<file path="src/rtl/bus_rv32_ch_bridge_pkg.sv">
`default_nettype none
// ============================================================================
// cpu_reg_package : shared types and constants for the channel bridge
// Rev 1.0 - initial release
// ============================================================================
package cpu_reg_package;

  typedef enum logic [1:0] {
    IDLE  = 2'd0,
    ISSUE = 2'd1,
    WAIT  = 2'd2,
    DONE  = 2'd3
  } bridge_state_t;

  localparam logic [31:0] ERR_DATA = 32'hDEAD_BEEF;

  function automatic int ch_width(input int n);
    return (n > 1) ? $clog2(n) : 1;
  endfunction

endpackage
`default_nettype wire

</file>
<file path="src/rtl/bus_rv32_ch_bridge_if.sv">
`default_nettype none
// ============================================================================
// bus_rv32_ch_bridge_if : CPU-side and channel-side signals of the bridge
// Rev 1.0 - initial release
// ============================================================================
interface bus_rv32_ch_bridge_if #(
  parameter int NUM_CH = 4,
  parameter int ADDR_W = 32,
  parameter int DATA_W = 32
);
  logic [ADDR_W-1:0]        cpu_addr_i;
  logic [DATA_W-1:0]        cpu_data_i;
  logic                     cpu_we_i;
  logic                     cpu_re_i;
  logic [DATA_W-1:0]        cpu_rdata_o;
  logic                     cpu_halt_o;
  logic                     cpu_err_o;
  logic [ADDR_W-1:0]        ch_addr_o;
  logic [DATA_W-1:0]        ch_data_o;
  logic [NUM_CH-1:0]        ch_we_o;
  logic [NUM_CH-1:0]        ch_re_o;
  logic [NUM_CH*DATA_W-1:0] ch_rdata_i;
  logic [NUM_CH-1:0]        ch_busy_i;

  // Bridge view
  modport slave (
    input  cpu_addr_i, cpu_data_i, cpu_we_i, cpu_re_i, ch_rdata_i, ch_busy_i,
    output cpu_rdata_o, cpu_halt_o, cpu_err_o, ch_addr_o, ch_data_o, ch_we_o, ch_re_o
  );

  // Environment view (CPU plus channel modules)
  modport master (
    output cpu_addr_i, cpu_data_i, cpu_we_i, cpu_re_i, ch_rdata_i, ch_busy_i,
    input  cpu_rdata_o, cpu_halt_o, cpu_err_o, ch_addr_o, ch_data_o, ch_we_o, ch_re_o
  );
endinterface
`default_nettype wire

</file>
<file path="src/rtl/bus_rv32_ch_decode.sv">
`default_nettype none
// ============================================================================
// bus_rv32_ch_decode : region hit and channel index decode of a CPU address
// Rev 1.0 - initial release
// ============================================================================
module bus_rv32_ch_decode
  import cpu_reg_package::*;
#(
  parameter int                NUM_CH    = 4,
  parameter int                ADDR_W    = 32,
  parameter logic [ADDR_W-1:0] BASE_ADDR = ADDR_W'(32'h0000_9000),
  parameter int                SEL_LSB   = 8,
  localparam int               CH_W      = ch_width(NUM_CH)
) (
  input  logic [ADDR_W-1:0] addr_i,
  output logic              hit_o,
  output logic [CH_W-1:0]   ch_o
);

  logic w_region;
  logic w_in_range;

  assign w_region = ((addr_i >> (SEL_LSB + CH_W)) == (BASE_ADDR >> (SEL_LSB + CH_W)));
  assign ch_o     = addr_i[SEL_LSB +: CH_W];

  // A full power-of-two channel set has no unused select codes
  if (NUM_CH == (1 << CH_W)) begin : g_full
    assign w_in_range = 1'b1;
  end else begin : g_part
    assign w_in_range = ({1'b0, ch_o} < (CH_W+1)'(NUM_CH));
  end

  assign hit_o = w_region & w_in_range;

endmodule
`default_nettype wire

</file>
<file path="src/rtl/bus_rv32_ch_bridge.sv">
`default_nettype none
// ============================================================================
// bus_rv32_ch_bridge : stalls the CPU while one access is forwarded to one of
// NUM_CH busy-handshaked channels, with a stall timeout. Rev 1.0
// ============================================================================
module bus_rv32_ch_bridge
  import cpu_reg_package::*;
#(
  parameter int                NUM_CH    = 4,
  parameter int                ADDR_W    = 32,
  parameter int                DATA_W    = 32,
  parameter logic [ADDR_W-1:0] BASE_ADDR = ADDR_W'(32'h0000_9000),
  parameter int                SEL_LSB   = 8,
  parameter int                TIMEOUT   = 255
) (
  input  logic                 clk_i,
  input  logic                 reset_i,
  bus_rv32_ch_bridge_if.slave  bus
);

  localparam int          CH_W      = ch_width(NUM_CH);
  localparam logic [15:0] C_TIMEOUT = 16'(TIMEOUT);

  bridge_state_t     state_q, state_d;
  logic [ADDR_W-1:0] addr_q, addr_d;
  logic [DATA_W-1:0] data_q, data_d;
  logic [DATA_W-1:0] rdata_q, rdata_d;
  logic              we_q, we_d;
  logic [CH_W-1:0]   ch_q, ch_d;
  logic [15:0]       cnt_q, cnt_d;
  logic              err_q, err_d;

  logic              w_hit;
  logic [CH_W-1:0]   w_dec_ch;
  logic              w_busy_sel;
  logic [DATA_W-1:0] w_rdata_sel;
  logic              w_strobe;
  logic              w_halt;
  logic              w_timeout;
  logic [15:0]       w_cnt_inc;
  logic [NUM_CH-1:0] w_we;
  logic [NUM_CH-1:0] w_re;

  bus_rv32_ch_decode #(
    .NUM_CH    (NUM_CH),
    .ADDR_W    (ADDR_W),
    .BASE_ADDR (BASE_ADDR),
    .SEL_LSB   (SEL_LSB)
  ) u_decode (
    .addr_i (bus.cpu_addr_i),
    .hit_o  (w_hit),
    .ch_o   (w_dec_ch)
  );

  always_comb begin
    w_busy_sel  = 1'b0;
    w_rdata_sel = '0;
    for (int k = 0; k < NUM_CH; k++) begin
      if (ch_q == CH_W'(k)) begin
        w_busy_sel  = bus.ch_busy_i[k];
        w_rdata_sel = bus.ch_rdata_i[k*DATA_W +: DATA_W];
      end
    end
  end

  assign w_cnt_inc = cnt_q + 16'd1;
  assign w_timeout = (w_cnt_inc == C_TIMEOUT);

  always_comb begin
    state_d  = state_q;
    addr_d   = addr_q;
    data_d   = data_q;
    we_d     = we_q;
    ch_d     = ch_q;
    cnt_d    = cnt_q;
    rdata_d  = rdata_q;
    err_d    = 1'b0;
    w_strobe = 1'b0;
    w_halt   = 1'b0;
    case (state_q)
      IDLE: begin
        if ((bus.cpu_we_i | bus.cpu_re_i) && w_hit) begin
          w_halt  = 1'b1;
          addr_d  = bus.cpu_addr_i;
          data_d  = bus.cpu_data_i;
          we_d    = bus.cpu_we_i;
          ch_d    = w_dec_ch;
          cnt_d   = '0;
          state_d = ISSUE;
        end
      end
      ISSUE: begin
        w_halt = 1'b1;
        cnt_d  = w_cnt_inc;
        if (!w_busy_sel) begin
          w_strobe = 1'b1;
          state_d  = WAIT;
        end else if (w_timeout) begin
          err_d   = 1'b1;
          rdata_d = we_q ? rdata_q : DATA_W'(ERR_DATA);
          state_d = DONE;
        end
      end
      WAIT: begin
        w_halt = 1'b1;
        cnt_d  = w_cnt_inc;
        if (!w_busy_sel) begin
          rdata_d = we_q ? rdata_q : w_rdata_sel;
          state_d = DONE;
        end else if (w_timeout) begin
          err_d   = 1'b1;
          rdata_d = we_q ? rdata_q : DATA_W'(ERR_DATA);
          state_d = DONE;
        end
      end
      DONE:    state_d = IDLE;
      default: state_d = IDLE;
    endcase
  end

  always_ff @(posedge clk_i or negedge reset_i) begin
    if (!reset_i) begin
      state_q <= IDLE;
      addr_q  <= '0;
      data_q  <= '0;
      rdata_q <= '0;
      we_q    <= 1'b0;
      ch_q    <= '0;
      cnt_q   <= '0;
      err_q   <= 1'b0;
    end else begin
      state_q <= state_d;
      addr_q  <= addr_d;
      data_q  <= data_d;
      rdata_q <= rdata_d;
      we_q    <= we_d;
      ch_q    <= ch_d;
      cnt_q   <= cnt_d;
      err_q   <= err_d;
    end
  end

  always_comb begin
    w_we = '0;
    w_re = '0;
    for (int k = 0; k < NUM_CH; k++) begin
      w_we[k] = w_strobe &  we_q & (ch_q == CH_W'(k));
      w_re[k] = w_strobe & ~we_q & (ch_q == CH_W'(k));
    end
  end

  // Halt in IDLE follows the CPU inputs, so it is masked while reset is held
  assign bus.cpu_halt_o  = w_halt & reset_i;
  assign bus.cpu_err_o   = err_q;
  assign bus.cpu_rdata_o = rdata_q;
  assign bus.ch_addr_o   = addr_q;
  assign bus.ch_data_o   = data_q;
  assign bus.ch_we_o     = w_we;
  assign bus.ch_re_o     = w_re;

endmodule
`default_nettype wire

</file>
<file path="src/flat_wrapper.sv">
// flat-port wrapper written by rule: the top's interface ports become plain ports
module bus_rv32_ch_bridge_flat import cpu_reg_package::*;
#(
  parameter int                NUM_CH    = 4,
  parameter int                ADDR_W    = 32,
  parameter int                DATA_W    = 32,
  parameter logic [ADDR_W-1:0] BASE_ADDR = ADDR_W'(32'h0000_9000),
  parameter int                SEL_LSB   = 8,
  parameter int                TIMEOUT   = 255
)
  (clk_i, reset_i, bus_cpu_addr_i, bus_cpu_data_i, bus_cpu_we_i, bus_cpu_re_i, bus_ch_rdata_i, bus_ch_busy_i, bus_cpu_rdata_o, bus_cpu_halt_o, bus_cpu_err_o, bus_ch_addr_o, bus_ch_data_o, bus_ch_we_o, bus_ch_re_o);
  bus_rv32_ch_bridge_if #(.NUM_CH(NUM_CH), .ADDR_W(ADDR_W), .DATA_W(DATA_W)) bus_i ();
  input  logic clk_i;
  input  logic reset_i;
  input wire logic [$bits(bus_i.cpu_addr_i)-1:0] bus_cpu_addr_i;
  input wire logic [$bits(bus_i.cpu_data_i)-1:0] bus_cpu_data_i;
  input wire logic [$bits(bus_i.cpu_we_i)-1:0] bus_cpu_we_i;
  input wire logic [$bits(bus_i.cpu_re_i)-1:0] bus_cpu_re_i;
  input wire logic [$bits(bus_i.ch_rdata_i)-1:0] bus_ch_rdata_i;
  input wire logic [$bits(bus_i.ch_busy_i)-1:0] bus_ch_busy_i;
  output wire logic [$bits(bus_i.cpu_rdata_o)-1:0] bus_cpu_rdata_o;
  output wire logic [$bits(bus_i.cpu_halt_o)-1:0] bus_cpu_halt_o;
  output wire logic [$bits(bus_i.cpu_err_o)-1:0] bus_cpu_err_o;
  output wire logic [$bits(bus_i.ch_addr_o)-1:0] bus_ch_addr_o;
  output wire logic [$bits(bus_i.ch_data_o)-1:0] bus_ch_data_o;
  output wire logic [$bits(bus_i.ch_we_o)-1:0] bus_ch_we_o;
  output wire logic [$bits(bus_i.ch_re_o)-1:0] bus_ch_re_o;
  assign bus_i.cpu_addr_i = bus_cpu_addr_i;
  assign bus_i.cpu_data_i = bus_cpu_data_i;
  assign bus_i.cpu_we_i = bus_cpu_we_i;
  assign bus_i.cpu_re_i = bus_cpu_re_i;
  assign bus_i.ch_rdata_i = bus_ch_rdata_i;
  assign bus_i.ch_busy_i = bus_ch_busy_i;
  assign bus_cpu_rdata_o = bus_i.cpu_rdata_o;
  assign bus_cpu_halt_o = bus_i.cpu_halt_o;
  assign bus_cpu_err_o = bus_i.cpu_err_o;
  assign bus_ch_addr_o = bus_i.ch_addr_o;
  assign bus_ch_data_o = bus_i.ch_data_o;
  assign bus_ch_we_o = bus_i.ch_we_o;
  assign bus_ch_re_o = bus_i.ch_re_o;
  bus_rv32_ch_bridge #(.NUM_CH(NUM_CH), .ADDR_W(ADDR_W), .DATA_W(DATA_W), .BASE_ADDR(BASE_ADDR), .SEL_LSB(SEL_LSB), .TIMEOUT(TIMEOUT)) u_core (.clk_i(clk_i), .reset_i(reset_i), .bus(bus_i));
endmodule
</file>
<file path="config.mk">
export PLATFORM = sky130hd
export DESIGN_NAME = bus_rv32_ch_bridge_flat
export DESIGN_NICKNAME = d
export VERILOG_FILES = /design/src/rtl/bus_rv32_ch_bridge_pkg.sv /design/src/rtl/bus_rv32_ch_bridge_if.sv /design/src/rtl/bus_rv32_ch_decode.sv /design/src/rtl/bus_rv32_ch_bridge.sv /design/src/flat_wrapper.sv
export SDC_FILE = /design/constraint.sdc
export NUM_CORES = 1
export LEC_CHECK = 0
export CAP_MARGIN = 30
export CORE_MARGIN = 2
export CORE_UTILIZATION = 37
export DETAILED_ROUTE_END_ITERATION = 6
export GPL_TIMING_DRIVEN = 1
export PLACE_DENSITY = 0.85
export SLEW_MARGIN = 20
export SYNTH_ARGS = -nofsm -noshare
export SYNTH_HDL_FRONTEND = slang
export SYNTH_HIERARCHICAL = 1
export SYNTH_SLANG_ARGS = --single-unit
</file>
<file path="constraint.sdc">
create_clock -name clk_i -period 2.3 [get_ports clk_i]
set_clock_uncertainty 0.05 [all_clocks]
set_input_delay 0.46 -clock clk_i [delete_from_list [all_inputs] [get_ports clk_i]]
set_output_delay 0.46 -clock clk_i [all_outputs]
set_load 0.01 [all_outputs]
</file>
==> impl_metrics.csv <==
group,metric,value,unit
run_status,status,"finished, violations left",
run_status,failed_checks,"setup timing",
global_routing,busiest_layer,"met2",
floorplanning,ios,306,
critical_path,end_kind,"primary output",
synthesis,synth_xor_area_share,0.7228,%
global_routing,grt_max_degree,119,
critical_path,cp.arrival,2.07,ns
route,detail_route.wl_per_cell,18.74,um
critical_path,worst-setup-path-type,"reg2out",
global_routing,grt_use_met2,37.44,%
place,dp_hpwl,14.09,mm
clock_tree,clock_tree.buffer_depth,2,
floorplanning,dieArea,17410,um^2
pwr,leakage,4.425,nW
final_layout,layout-drive-gt1-share,28.33,%
final_layout,fillers,1202,
floorplanning,die_w,132.0,um
synthesis,ys_warn_count,6,
sta,layout_min_cycle_time,2.579,ns
clock_tree,cts.sinks,118,
sta,min_period_over_period,112.1,%
synthesis,synthesis.nets,671,
clock_tree,cts.clk_slew.worst_paths,0.05,ns
floorplanning,initial_core_util,38.00,%
global_routing,use_met3,8.420,%
synthesis,syn_avg_cell_area,13.06,um^2
clock_tree,cts-hold-fix-buffers,0,
critical_path,timing.rr.start,"u_core/ch_q[0]",
synthesis,synth-seq-area-share,48.74,%
route,first_pass_iters,6,
final_layout,nNetsFinal,1013,
floorplanning,fp-row-count,46,
route,via_per_inst,5.053,
synthesis,muxShareOfSynthArea,30.34,%
route,drtIter0Drc,264,
critical_path,cp_max_fo,4,
route,drc,0,
critical_path,required,1.79,ns
critical_path,path_delay_family,"simple AND/OR/NAND/NOR gates",
synthesis,synth_top_family_by_area,"multiplexers",
route,vias,5235,
place,portBuffers,305,
critical_path,r2r_end,"u_core/bus.cpu_rdata_o[17]",
pwr,power_density,766.3,nW/um^2
critical_path,rrSetupSlack,-0.12,ns
clock_tree,cts_tree,"built",
final_layout,fin_util,64.59,%
synthesis,ys.flop_type,"dfrtp_1",
flow_run,cap_violations,0,
clock_tree,cts-root-buf,"clkbuf_16",
hold_path,hold_path_class,"in2async",
global_routing,antenna_found_initial,1,
place,dp_worst_setup_slack,-1.028,ns
final_layout,area_growth,69.97,%
synthesis,ys_types,48,
clock_tree,ctsHtreeMaxLevel,4,
place,placed_cells,992,
sta,rsz0062_at_grt,"yes",
global_routing,grt_pass1_vias,5675,
sta,fin_ws,-0.2790,ns
clock_tree,clk_latency,0.41,ns
synthesis,synth_area,6058,um^2
route,wirelength,19.41,mm
place,place.gp.congestion,0.8017,
sta,setup_viol,40,
synthesis,synthCells,464,
clock_tree,numCtsBuffers,17,
critical_path,reg2reg_depth,8,
global_routing,grt_util_met1,25.31,%
sta,relSlewSlack,43.71,%
sta,finalMaxSlewViolations,0,
critical_path,cp_cell_sequence,"mux4_2, or3b_4, nor3_2, buf_2",
critical_path,slowest_stage,"mux4_2",
sta,fmax,387.7,MHz
synthesis,synth_simple_gate_area_share,10.62,%
critical_path,slowest_delay,0.54,ns
pwr,ir_drop,0.5374,mV
floorplanning,die_h,132.0,um
global_routing,grtUsageTotal,22.06,%
final_layout,final_cells,1036,
floorplanning,coreArea,15940,um^2
synthesis,synth_compound_area_share,5.287,%
sta,worst_pin_slew,0.8444,ns
synthesis,synth_adder_area_share,1.446,%
global_routing,grt_pass1_wl,30.13,mm
sta,hold_viol_final,0,
critical_path,cp-start-kind,"flip-flop",
global_routing,grt_overflow,0,
synthesis,synth-seq-cells,118,
route,ant_nets,0,
critical_path,path_buf_inv,1,
synthesis,synth_edf_count,0,
synthesis,async_flop_share,100.0,%
## Yosys cell counts (all sizes together), types with 6 or more instances
library cell  number  area (um^2)
buf               17        100.1
o21ai             17        85.08
ha                 7        87.58
and2               6        37.54
a21o               8        60.06
nand2             47        178.9
dfrtp            118         2953
a31oi              9        56.30
mux4              33        743.2
nor2              12        47.55
nand4              7        73.82
clkbuf            14        53.80
o31ai             12        90.09
mux2              67        754.5
mux2i             34        340.3
nor3               6        30.03
## how the worst max path moves through the flow
stage | startpoint | end | depth (start not counted)
4_1_cts | u_core/ch_q[0] | bus_ch_we_o[0] | 6
3_5_place_dp | bus_cpu_addr_i[16] | bus_cpu_halt_o | 7
6_report | u_core/ch_q[0] | bus_ch_re_o[0] | 4
2_1_floorplan | bus_cpu_addr_i[16] | bus_cpu_halt_o | 6
3_3_place_gp | bus_cpu_addr_i[16] | bus_cpu_halt_o | 7
5_1_grt | u_core/ch_q[0] | bus_ch_we_o[0] | 6
## flip-flops by register name, summed over array words and instances, names as in the netlist
signal,flops
u_core/bus.cpu_err_o,1
u_core/bus.ch_data_o,32
u_core/bus.ch_addr_o,32
u_core/we_q,1
u_core/cnt_q,16
u_core/bus.cpu_rdata_o,32
u_core/ch_q,2
u_core/state_q,2
## metal layers
| layer | wire (um) | share of wire, % |
|---|---|---|
| met3 | 1606 | 8.3 |
| met5 | 0 | 0 |
| met1 | 7576 | 39 |
| met2 | 9742 | 50 |
| met4 | 486 | 2.5 |
## power by group
part | leakage [nW] | switching [W] | internal, W | total (W)
sequential | 1.59 | 0.000203 | 0.00240 | 0.00260
clock | 0.280 | 0.000985 | 0.00163 | 0.00261
combinational | 2.56 | 0.00121 | 0.00147 | 0.00268
## what timing repair did
action / CTS / global route
resized for setup: 107 / 16
cloned: 2 / 2
buffers inserted: 4 / 4
pin swaps: 17 / 7
setup endpoints to repair: 87 / 56
## placed cells by master, fill, tap and decap left out, types with 5 or more instances in the layout
| cell | n |
|---|---|
| a21o_1 | 7 |
| nand2_1 | 46 |
| nor2_1 | 9 |
| nand3_1 | 5 |
| buf_4 | 40 |
| dfrtp_1 | 117 |
| mux4_2 | 33 |
| inv_1 | 5 |
| mux2i_1 | 32 |
| o21ai_0 | 17 |
| clkbuf_16 | 19 |
| clkdlybuf4s50_1 | 271 |
| dlygate4sd2_1 | 9 |
| mux2_2 | 67 |
| a31oi_1 | 9 |
| o31ai_1 | 12 |
| or2_2 | 5 |
| buf_2 | 14 |
| nand4_1 | 5 |
| ha_1 | 7 |
## layout make-up
| cell class | instances | area [um^2] | share of cell area, % |
|---|---|---|---|
| diodes | 1 | 2.502 | 0.02430 |
| clock buffers | 18 | 439.2 | 4.265 |
| clock inverters | 14 | 148.9 | 1.446 |
| inverters | 5 | 18.77 | 0.1823 |
| multi-input cells | 311 | 3050 | 29.62 |
| flip-flops and latches | 118 | 2954 | 28.69 |
| well taps | 216 | 270.3 | 2.625 |
| repair buffers | 353 | 3413 | 33.15 |
## cells by family (layout without fill, tap and decap cells)
family,count (synthesis),in the layout
AOI/OAI and AO/OA,50,50
xor gates and xnor gates,5,5
adders and majority gates,7,7
buffers and inverters,36,390
DFF,118,118
muxes,134,134
other,0,1
and+or+nand+nor,114,115
## through the flow
step           hold slack (ns)  TNS, ns  power [W]  instance area [um^2]
2_1_floorplan           0.1144  -0.2806   0.003760                  6083
3_3_place_gp            0.4284   -62.76   0.005128                  9547
3_5_place_dp            0.4326   -65.15   0.005200                  9547
4_1_cts                 0.1460   -3.098   0.007868                 10190
5_1_grt                 0.1686   -6.009   0.008307                 10300
6_report                0.1141   -3.464   0.007891                 10300
No activity file was read; power rests on OpenSTA's default activity.
